File: src/rtl/full_adder.sv
// Registered single-bit full adder with one-cycle latency and an optional pair of
// saturating statistics counters, compiled in when FULL_ADDER_STATS_EN is defined.
module full_adder #(
    parameter int CNT_W = 16
) (
    input  logic             clk,
    input  logic             rst,
    input  logic             in_valid,
    input  logic             a,
    input  logic             b,
    input  logic             cin,
    output logic             sum,
    output logic             cout,
    output logic             out_valid
`ifdef FULL_ADDER_STATS_EN
    ,
    output logic [CNT_W-1:0] op_count,
    output logic [CNT_W-1:0] carry_count
`endif
);

    // Reject counter widths outside 4..32 during elaboration.
    if (CNT_W < 4 || CNT_W > 32) begin : g_bad_cnt_w
        $error("full_adder: CNT_W must be in the range 4..32");
    end

    logic [1:0] w_result;
    logic       r_sum;
    logic       r_cout;
    logic       r_valid;

    assign w_result = {1'b0, a} + {1'b0, b} + {1'b0, cin};

    always_ff @(posedge clk) begin
        if (rst) begin
            r_sum   <= 1'b0;
            r_cout  <= 1'b0;
            r_valid <= 1'b0;
        end else begin
            r_valid <= in_valid;
            if (in_valid) begin
                r_sum  <= w_result[0];
                r_cout <= w_result[1];
            end
        end
    end

    assign sum       = r_sum;
    assign cout      = r_cout;
    assign out_valid = r_valid;

`ifdef FULL_ADDER_STATS_EN
    localparam logic [CNT_W-1:0] CNT_MAX = '1;

    logic [CNT_W-1:0] r_op_count;
    logic [CNT_W-1:0] r_carry_count;

    // Counters stick at all-ones instead of wrapping.
    always_ff @(posedge clk) begin
        if (rst) begin
            r_op_count    <= '0;
            r_carry_count <= '0;
        end else if (in_valid) begin
            if (r_op_count != CNT_MAX) begin
                r_op_count <= r_op_count + 1'b1;
            end
            if (w_result[1] && (r_carry_count != CNT_MAX)) begin
                r_carry_count <= r_carry_count + 1'b1;
            end
        end
    end

    assign op_count    = r_op_count;
    assign carry_count = r_carry_count;
`endif

endmodule

File: config.mk
export PLATFORM = sky130hd
export DESIGN_NAME = full_adder
export DESIGN_NICKNAME = d
export VERILOG_FILES = /design/src/rtl/full_adder.sv
export SDC_FILE = /design/constraint.sdc
export NUM_CORES = 1
export LEC_CHECK = 0
export CORE_AREA = 2 2 39 41
export CTS_CLUSTER_SIZE = 8
export DETAILED_ROUTE_END_ITERATION = 8
export DIE_AREA = 0 0 41 43
export SLEW_MARGIN = 20
export SYNTH_ARGS = -nofsm -noshare
export SYNTH_HDL_FRONTEND = slang
export SYNTH_SLANG_ARGS = --single-unit
File: constraint.sdc
create_clock -name clk -period 1.4 [get_ports clk]
set_clock_uncertainty 0.05 [all_clocks]
set_input_delay 0.35 -clock clk [delete_from_list [all_inputs] [get_ports clk]]
set_output_delay 0.35 -clock clk [all_outputs]
set_load 0.005 [all_outputs]
==> reports/results.txt <==
Crit path cell chain -> dlygate4sd2_1
Final worst-path cycle share -> 0.849
Chip width -> 41 µm
PwrDens -> 1170 nW/µm²
Hpwl dp -> 205 µm
Fmax -> 841 MHz
Period minus WS final -> 1190 ps
Final nets -> 29
Max-Cap Viols -> 0
Routed WL -> 272 µm
Top Family by Delay on Critical Path -> flip-flops
Pre-CTS setup slack -> -250 ps
Vias -> 106
CTS Sinks -> 3
Yosys cell types -> 5
Placed cell area -> 214 µm²
Worst stage delay on the critical path -> 300 ps
Rows -> 14
1st-iter DRT viols -> 2
Crit start category -> flop
FF+latch count, synth -> 3
# diodes -> 0
Post-route DRC -> 0
R2r setup slk -> 770 ps
CTS Buf Count -> 3
Maximum number of pins on one net before global-route repair -> 4
Fin worst setup slack -> 211 ps
Die H -> 43 µm
CTS tree -> built
Crit path capture -> sum
Gp weighted congestion -> 0.583
Post-CTS setup buffer count -> 0
Leak Pwr -> 0.133 nW
Critical Path End Type -> primary output
Num ports -> 9
Max-slew headroom -> 0.896
Power, Total -> 0.286 mW
Hold/Removal Path Class -> flop to flop
Hold Buf Count CTS -> 0
Stages on worst setup path -> 1
Final Max Slew Viols -> 0
IO Port Bufs -> 8
Syn Area/Cell -> 12.7 µm²
WL met1 -> 144 µm
Reg-to-reg endpoint -> cout
RSZ-0062 raised after global routing -> no
Via-per-instance ratio -> 2.86
Post-route cell area -> 244 µm²
Core Area -> 1380 µm²
Sequential-to-total area share from yosys stat -> 0.527
Worst-Margin Slew -> 155 ps
Req. time, crit path -> 1000 ps
Buf/Inv on CP -> 1
Placed Cells -> 33
Final core occ -> 0.176
R2R cell count -> 2
1st-pass router iterations -> 2
Antenna-violating nets left -> 0
CTS Root Cell -> clkbuf_4
Most frequent cells in the layout -> clkbuf_4, dfxtp_1, dlymetal6s2s_1, dlygate4sd2_1
Synth Cell Area -> 114 µm²
Synth warn -> 0
Gate Count Post-Synth -> 9
Worst hold slack -> 438 ps
Crit path kind -> flop to primary output
Met2 Wirelength -> 66 µm
Share of cells above drive strength 1 -> 0.143
DR WL/cell -> 7.35 µm
Highest Signal Layer -> met4
Initial Util -> 0.0823
Number of global-route vias before repair -> 99
Routed wl met3 -> 55 µm
Max FO, Critical Path -> 2
First-pass GRT wire length -> 427 µm
Critical path startpoint -> sum
Final Hold Fails -> 0
CP max stage cell -> dfxtp_1
H-tree Lvls -> 1
Tot GR Track Use -> 0.0473
Total grt overflow -> 0
Total nets after synthesis -> 16
Die Area -> 1760 µm²
Non-filler cells, final -> 37
Final setup fails -> 0
Clock tree buffer depth -> 2
Setup TNS -> 0 ps
Initial antenna violation count -> 0
Area Growth Syn to Fin -> 114%
Worst reg2reg startpoint -> cout
Status -> completed
Crit path DAT -> 790 ps
Clk pin slew, worst setup/hold paths -> 40 ps
VDD IR-drop max -> 0.455 mV
Clk_lat worst skew -> 230 ps
==> kinds of logic (layout without fill, tap and decap cells) <==
| family | count (synthesis) | after routing | synth area share |
|---|---|---|---|
| fa+ha+maj | 1 | 1 | 0.176 |
| buf+inv | 0 | 12 | 0 |
| flops | 3 | 3 | 0.527 |
| mux | 2 | 2 | 0.176 |
| simple gates | 3 | 3 | 0.121 |
==> cells in the mapped netlist <==
library cell	instances	area (µm²)
nor2_1	2	7.51
mux2i_1	2	20.0
fa_1	1	20.0
dfxtp_1	3	60.1
nor2b_1	1	6.26
==> layout make-up <==
class                   instances  area (µm²)
clock buffers                   4        26.3
multi-input cells               6        53.8
flip-flops and latches          3        60.1
fillers                       151        1140
well taps                      16        20.0
repair buffers                  8        83.8
==> state kept, by name, summed over array words and instances (netlist names) <==
| signal | cells |
|---|---|
| out_valid | 1 |
| sum | 1 |
| cout | 1 |
==> tightest hold or removal path: stages (launching register included) <==
cell,delay (ps)
dfxtp_1,320
mux2i_1,60
nor2_1,70
==> where the power goes <==
group / internal, mW / switching, mW
combinational: 0.0244 / 0.0130
clock: 0.107 / 0.0470
sequential: 0.0922 / 0.00237
==> worst min path at each step <==
stage	startpoint	to	slack, ps	cells after the start
6_report	sum	sum	440	2
2_1_floorplan	rst	out_valid	370	1
3_5_place_dp	sum	sum	430	2
5_1_grt	sum	sum	480	2
4_1_cts	sum	sum	440	2
3_3_place_gp	sum	sum	430	2
==> metal layers <==
| layer | GRT usage | up-vias |
|---|---|---|
| li1 | - | 53 |
| met1 | 0.0485 | 42 |
| met2 | 0.0344 | 9 |
| met3 | 0.0942 | 2 |
| met4 | 0.0200 | 0 |
| met5 | 0 | - |
==> repair_timing <==
action                     CTS  global route
gates resized for setup      3             3
setup endpoints to repair    3             1
pin swaps                    0             1
Power figures use the tool's default switching activity.
